## src/rtl/bf_pkg.sv

```systemverilog
// -----------------------------------------------------------------------------
// bf_pkg
// Shared definitions for the brainfuck code loader:
//   - state_t     : loader FSM states
//   - CH_*        : command character codes
//   - is_bf_cmd() : returns 1 when a byte is one of the eight commands
// -----------------------------------------------------------------------------
package bf_pkg;

    typedef enum logic [2:0] {
        ST_IDLE  = 3'd0,
        ST_LOAD  = 3'd1,
        ST_TERM  = 3'd2,
        ST_CHECK = 3'd3,
        ST_RUN   = 3'd4,
        ST_ERROR = 3'd5
    } state_t;

    localparam logic [7:0] CH_INC   = 8'h2B; // '+'
    localparam logic [7:0] CH_IN    = 8'h2C; // ','
    localparam logic [7:0] CH_DEC   = 8'h2D; // '-'
    localparam logic [7:0] CH_OUT   = 8'h2E; // '.'
    localparam logic [7:0] CH_LEFT  = 8'h3C; // '<'
    localparam logic [7:0] CH_RIGHT = 8'h3E; // '>'
    localparam logic [7:0] CH_OPEN  = 8'h5B; // '['
    localparam logic [7:0] CH_CLOSE = 8'h5D; // ']'

    function automatic logic is_bf_cmd(input logic [7:0] b);
        case (b)
            CH_INC, CH_IN, CH_DEC, CH_OUT,
            CH_LEFT, CH_RIGHT, CH_OPEN, CH_CLOSE: is_bf_cmd = 1'b1;
            default:                              is_bf_cmd = 1'b0;
        endcase
    endfunction

endpackage

```

## src/rtl/bf_bracket_checker.sv

```systemverilog
// -----------------------------------------------------------------------------
// bf_bracket_checker
// Tracks '[' / ']' nesting of the bytes written by the loader and raises a
// sticky error flag on an unmatched ']', on a non-zero depth at end of load,
// or on nesting deeper than the counter can hold.
// Only compiled and instantiated when BF_LOADER_BRACKET_CHECK_EN is defined.
//
// Ports:
//   clk         system clock
//   reset       asynchronous active-low reset
//   clear       start of a new load: depth and error return to 0
//   cmd_accept  a command byte is being stored this cycle
//   cmd_byte    the command byte being stored
//   end_accept  the end-of-load character is being accepted this cycle
//   error       sticky bracket error for the current load
// -----------------------------------------------------------------------------
`ifdef BF_LOADER_BRACKET_CHECK_EN
module bf_bracket_checker
    import bf_pkg::*;
#(
    parameter int MAX_DEPTH_W = 8
) (
    input  logic       clk,
    input  logic       reset,
    input  logic       clear,
    input  logic       cmd_accept,
    input  logic [7:0] cmd_byte,
    input  logic       end_accept,
    output logic       error
);

    logic [MAX_DEPTH_W-1:0] depth;

    always_ff @(posedge clk or negedge reset) begin
        if (!reset) begin
            depth <= '0;
            error <= 1'b0;
        end else if (clear) begin
            depth <= '0;
            error <= 1'b0;
        end else begin
            if (cmd_accept && cmd_byte == CH_OPEN) begin
                // Saturate instead of wrapping so a later ']' cannot mask it.
                if (depth == '1) error <= 1'b1;
                else             depth <= depth + 1'b1;
            end else if (cmd_accept && cmd_byte == CH_CLOSE) begin
                if (depth == '0) error <= 1'b1;
                else             depth <= depth - 1'b1;
            end
            if (end_accept && depth != '0) error <= 1'b1;
        end
    end

endmodule
`endif

```

## src/rtl/bf_code_loader.sv

```systemverilog
// -----------------------------------------------------------------------------
// bf_code_loader
// Upstream stage of brainfuckCore. Accepts host bytes over valid/ready, drops
// non-command characters, writes commands sequentially into code memory,
// appends TERM_BYTE, and releases the core from reset once the program is
// stored. start_load restarts a load from any state.
//
// Optional feature (compile-time macro): BF_LOADER_BRACKET_CHECK_EN
//   defined   : bracket nesting is checked; a mismatch ends the load in ERROR
//   undefined : no bracket logic; only address overflow leads to ERROR
//
// Ports:
//   clk           system clock
//   reset         asynchronous active-low reset
//   start_load    single-cycle pulse, begins a new load
//   rx_data       host byte
//   rx_valid      rx_data is valid
//   rx_ready      loader accepts a byte (high only in LOAD)
//   code_wr_addr  code memory write address
//   code_wr_data  code memory write data
//   code_wr_en    code memory write strobe
//   core_reset    active-low reset to the core; high only in RUN
//   load_done     high in RUN
//   load_error    high in ERROR
//   program_len   command bytes stored by the last load
// -----------------------------------------------------------------------------
module bf_code_loader
    import bf_pkg::*;
#(
    parameter int         ADDR_WIDTH  = 9,
    parameter logic [7:0] TERM_BYTE   = 8'h00,
    parameter logic [7:0] END_CHAR    = 8'h21,
    parameter int         MAX_DEPTH_W = 8
) (
    input  logic                  clk,
    input  logic                  reset,
    input  logic                  start_load,
    input  logic [7:0]            rx_data,
    input  logic                  rx_valid,
    output logic                  rx_ready,
    output logic [ADDR_WIDTH-1:0] code_wr_addr,
    output logic [7:0]            code_wr_data,
    output logic                  code_wr_en,
    output logic                  core_reset,
    output logic                  load_done,
    output logic                  load_error,
    output logic [ADDR_WIDTH-1:0] program_len
);

    state_t                state;
    state_t                next_state;
    logic [ADDR_WIDTH-1:0] addr;
    logic                  accept;
    logic                  cmd_accept;
    logic                  end_accept;
    logic                  addr_full;
    logic                  bracket_err;

    // rx_ready is a registered copy of "state == LOAD", so a handshake can
    // only complete while loading.
    assign accept     = rx_valid && rx_ready;
    assign cmd_accept = accept && is_bf_cmd(rx_data);
    assign end_accept = accept && (rx_data == END_CHAR);
    // The top slot is kept free for the terminator.
    assign addr_full  = (addr == '1);

    assign program_len = addr;

`ifdef BF_LOADER_BRACKET_CHECK_EN
    bf_bracket_checker #(
        .MAX_DEPTH_W (MAX_DEPTH_W)
    ) u_bracket_checker (
        .clk        (clk),
        .reset      (reset),
        .clear      (start_load),
        .cmd_accept (cmd_accept && !addr_full && !start_load),
        .cmd_byte   (rx_data),
        .end_accept (end_accept && !start_load),
        .error      (bracket_err)
    );
`else
    assign bracket_err = 1'b0;
`endif

    // NOTE: sequential state uses non-blocking assignments so every register
    // samples pre-edge values and simulation matches the synthesized flops.
    always_ff @(posedge clk or negedge reset) begin
        if (!reset) state <= ST_IDLE;
        else        state <= next_state;
    end

    // NOTE: next_state gets its default before the case so every path assigns
    // it and no latch is inferred.
    always_comb begin
        next_state = state;
        unique case (state)
            ST_IDLE: ;
            ST_LOAD: begin
                if (cmd_accept && addr_full) next_state = ST_ERROR;
                else if (end_accept)         next_state = ST_TERM;
            end
            ST_TERM:  next_state = ST_CHECK;
            ST_CHECK: next_state = bracket_err ? ST_ERROR : ST_RUN;
            ST_RUN:   ;
            ST_ERROR: ;
            default:  next_state = ST_IDLE;
        endcase
        if (start_load) next_state = ST_LOAD;
    end

    // Control outputs are decoded from next_state and registered, so they
    // change exactly on the edge that enters the corresponding state.
    always_ff @(posedge clk or negedge reset) begin
        if (!reset) begin
            rx_ready   <= 1'b0;
            core_reset <= 1'b0;
            load_done  <= 1'b0;
            load_error <= 1'b0;
        end else begin
            rx_ready   <= (next_state == ST_LOAD);
            core_reset <= (next_state == ST_RUN);
            load_done  <= (next_state == ST_RUN);
            load_error <= (next_state == ST_ERROR);
        end
    end

    // Write port and address counter. A write shows up the cycle after the
    // byte is accepted; the address advances on that same edge.
    always_ff @(posedge clk or negedge reset) begin
        if (!reset) begin
            addr         <= '0;
            code_wr_en   <= 1'b0;
            code_wr_addr <= '0;
            code_wr_data <= '0;
        end else begin
            code_wr_en <= 1'b0;
            if (start_load) begin
                addr <= '0;
            end else if (cmd_accept && !addr_full) begin
                code_wr_en   <= 1'b1;
                code_wr_addr <= addr;
                code_wr_data <= rx_data;
                addr         <= addr + 1'b1;
            end else if (state == ST_TERM) begin
                // Terminator does not count toward program_len.
                code_wr_en   <= 1'b1;
                code_wr_addr <= addr;
                code_wr_data <= TERM_BYTE;
            end
        end
    end

endmodule
```

## config.mk

```make
export PLATFORM = sky130hd
export DESIGN_NAME = bf_code_loader
export DESIGN_NICKNAME = d
export VERILOG_FILES = /design/src/rtl/bf_pkg.sv /design/src/rtl/bf_bracket_checker.sv /design/src/rtl/bf_code_loader.sv
export SDC_FILE = /design/constraint.sdc
export NUM_CORES = 1
export LEC_CHECK = 0
export BUFFER_PORTS_ARGS = -buffer_cell sky130_fd_sc_hd__buf_2
export CAP_MARGIN = 20
export CORE_MARGIN = 3
export CORE_UTILIZATION = 55
export DETAILED_ROUTE_END_ITERATION = 8
export GPL_TIMING_DRIVEN = 0
export HOLD_SLACK_MARGIN = 0.06
export PLACE_DENSITY = 0.89
export SYNTH_ARGS = -nofsm -noshare
export SYNTH_HDL_FRONTEND = slang
export SYNTH_SLANG_ARGS = --single-unit
```

## constraint.sdc

```tcl
create_clock -name clk -period 4.61 [get_ports clk]
set_input_delay 0.2305 -clock clk [delete_from_list [all_inputs] [get_ports clk]]
set_output_delay 0.2305 -clock clk [all_outputs]
set_load 0.02 [all_outputs]
```

==> impl_metrics.csv <==
group,metric,value,unit
outcome,status,"completed",
floorplanning,dieHeight,60.2,µm
timing,rsz0062_at_grt,"no",
worst_hold_path,hold_path_class,"input port to flip-flop",
synth,synth-edff-count,0,
clock_tree,path_clk_slew,100,ps
worst_setup_path,endpoint,"code_wr_addr[8]",
grt,grt_max_degree,34,
timing,relSlewSlack,53.1,%
layout,design_area,1930,µm²
placement,dp_slack,1670,ps
timing,hold_viol,0,
route,dr.pass1.iters,4,
layout,n_antenna_cell,0,
power_and_ir_drop,p_int,0.377,mW
job,cap_violations,0,
synth,yosys_warnings,0,
timing,tns,0,ps
power_and_ir_drop,p_seq_share,58.9,%
timing,tightest_slew,703,ps
synth,synth_seq_cells,33,
placement,hpwl,2540,µm
worst_setup_path,path_max_fanout,10,
clock_tree,clock_tree.root_cell,"clkbuf_4",
worst_setup_path,path_class,"flip-flop to flip-flop",
route,wl,3400,µm
power_and_ir_drop,power.leakage,0.994,nW
grt,groute.layer.met1.usage,25.7,%
timing,max_freq,337,MHz
grt,grt_first_pass_wirelength,5400,µm
grt,grt_util_met2,31.6,%
worst_setup_path,setup.worst_path.start,"program_len[3]",
placement,port_buffers,42,
clock_tree,clock-sinks,33,
timing,layout_setup_ws,1640,ps
layout,area.growth.synth_to_final,19.5,%
floorplanning,core,2780,µm²
floorplanning,die_x,60.2,µm
timing,setup_viol_count_final,0,
route,drc,0,
route,via_count,1392,
power_and_ir_drop,power_frac_clock,29.6,%
worst_setup_path,required,4830,ps
power_and_ir_drop,power_density,268,nW/µm²
synth,ys_seq_area_share,51.2,%
worst_setup_path,reg2reg_slack,1640,ps
timing,drv_slew,0,
timing,clock_skew,1.50,ps
placement,place_area,1860,µm²
synth,async_reset_ff_share,100,%
grt,grt_overflow,0,
floorplanning,die-area,3620,µm²
synth,syn_nets,165,
floorplanning,ios,43,
power_and_ir_drop,sw_frac_of_total,27.1,%
grt,grt_pass1_vias,1261,
clock_tree,cts_made_buffers,5,
timing,post-route-min-period,2970,ps
grt,track_usage,20.2,%
worst_setup_path,critPathLaunchType,"flip-flop",
route,wl_per_cell,14.6,µm
synth,synth_ff_type,"dfrtp_1",
power_and_ir_drop,vdd_drop_max,0.000227,V
synth,synth_cell_types,44,
worst_setup_path,r2r_end,"code_wr_addr[8]",
grt,antenna_found_initial,0,
grt,busiest_layer,"met2",
clock_tree,insertion_delay,330,ps
timing,period_share,64.4,%
floorplanning,row_count,19,
layout,drive_above_1_share,35.6,%
placement,gp_congestion,0.833,
synth,netlist_instances,151,
grt,globalRouteMet3Util,3.89,%
worst_setup_path,cp.arrival,3190,ps
layout,num-nets-final,215,
route,viasPerCell,5.97,
worst_setup_path,rr_worst_depth,10,
route,drtIter0Drc,49,
clock_tree,cts_tree,"built",
worst_setup_path,r2r-start,"program_len[3]",
power_and_ir_drop,switchingPower,0.140,mW
clock_tree,clockBufferDepth,2,
synth,synth.avg_cell_area,10.7,µm²
power_and_ir_drop,comb_power_share,11.6,%
synth,synth_area,1610,µm²
route,route.antenna.remaining_nets,0,
layout,n_fill_cell,207,
clock_tree,ctsHtreeMaxLevel,2,
worst_setup_path,cp-end-kind,"flip-flop",
floorplanning,start_util,58.0,%
==> how the worst min path moves through the flow <==
stage,endpoint,depth (start not counted),slack [ps],from
floorplan,code_wr_addr[0],0,-70,reset
global placement,code_wr_data[5],1,310,reset
detailed placement,code_wr_data[6],1,320,reset
CTS,code_wr_data[5],3,140,rx_data[5]
global route,code_wr_data[5],3,180,rx_data[5]
finish,code_wr_data[5],3,150,rx_data[5]
==> cell usage in the layout, fill, tap and decap left out, types with 2 or more instances in the layout <==
cell and n:
buf_2 42, dfrtp_1 33, nand2_1 15, a21oi_1 10, mux2_2 9, o21ai_0 7, and3_1 6, nor2_1 6
or4_1 6, nand3_1 5, o31ai_1 5, clkbuf_4 5, inv_1 4, nand2b_1 3, and2_1 3, clkbuf_1 3
or3_1 3, nand3b_1 2, buf_4 2, or2_2 2, ha_1 2, clkinv_2 2
==> synth_stat cells (2+ instances only) <==
master,n,area share (%)
o31ai_1,5,2.3
nor2_1,6,1.4
buf_4,2,0.93
a21oi_1,10,3.1
nand2_1,15,3.5
mux2_2,9,6.3
ha_1,2,1.6
or2_2,2,0.78
o21ai_0,7,2.2
clkbuf_1,3,0.70
or4_1,6,2.8
inv_1,4,0.93
or3_1,3,1.2
and2_1,3,1.2
nand3_1,5,1.6
and3_1,6,2.3
nand3b_1,2,0.93
dfrtp_1,33,51
nand2b_1,3,1.2
==> cell type report <==
class / count / area (µm²) / share of cell area [%]
repair buffers: 43 / 220 / 11.4
inverters: 4 / 15.0 / 0.779
flip-flops and latches: 33 / 826 / 42.8
plain buffers: 7 / 41.3 / 2.14
clock buffers: 5 / 37.5 / 1.95
multi-input cells: 107 / 732 / 38.0
clock inverters: 3 / 17.5 / 0.909
well taps: 31 / 38.8 / 2.01
==> layer usage <==
metal  share of wire (%)  up-vias  routed length [µm]
met5                   0        -                   0
met4                 1.7        0                  57
met3                 5.9        9                 202
met2                  51       62                1740
met1                  41      667                1400
li1                    -      654                   -
==> sequential cells by signal, indices dropped and copies added (netlist names) <==
| name | flops |
|---|---|
| load_done | 1 |
| code_wr_addr | 9 |
| rx_ready | 1 |
| program_len | 9 |
| load_error | 1 |
| state | 3 |
| code_wr_en | 1 |
| code_wr_data | 8 |
==> repair_timing <==
item | in CTS | in global routing
hold buffers | 1 | 0
resized for setup | 0 | 0
buffers inserted | 0 | 0
endpoints found under the hold margin | 33 | 0
==> worst max-delay path, stage by stage (launching register included) <==
cell and delay [ps]:
dfrtp_1 450, and3_1 220, and3_1 200, and3_1 190, ha_1 240, or4_1 570, o22ai_2 310, nor2b_1 80
buf_4 190, inv_1 90, mux2_2 330
==> cells by family (layout without fill, tap and decap cells) <==
group / Yosys count / count (layout) / synth area share (%)
XOR/XNOR: 2 / 2 / 1.09
multiplexers: 10 / 10 / 6.90
AND/OR/NAND/NOR: 58 / 58 / 20.7
AO/OA/AOI/OAI: 35 / 35 / 15.1
buffers and inverters: 11 / 62 / 3.49
flip-flops: 33 / 33 / 51.2
adder cells (fa/ha/maj): 2 / 2 / 1.55
==> through the flow <==
stage / total power [mW] / hold slack (ps) / instances / utilization [%]
after floorplan: 0.342 / -65.1 / 151 / -
after global placement: 0.368 / 310 / 224 / 67.0
after detailed placement: 0.370 / 320 / 224 / 67.0
after CTS: 0.524 / 143 / 233 / 69.3
after global routing: 0.540 / 175 / 233 / 69.3
final: 0.518 / 154 / 233 / 69.3
==> power by group through the flow <==
stage	registers (mW)	logic, mW	clock network (mW)
final	0.305	0.0600	0.153
after global routing	0.306	0.0656	0.169
after detailed placement	0.311	0.0595	0
after CTS	0.305	0.0605	0.158
after floorplan	0.323	0.0186	0
after global placement	0.310	0.0583	0
(Power assumes the default switching activity.)
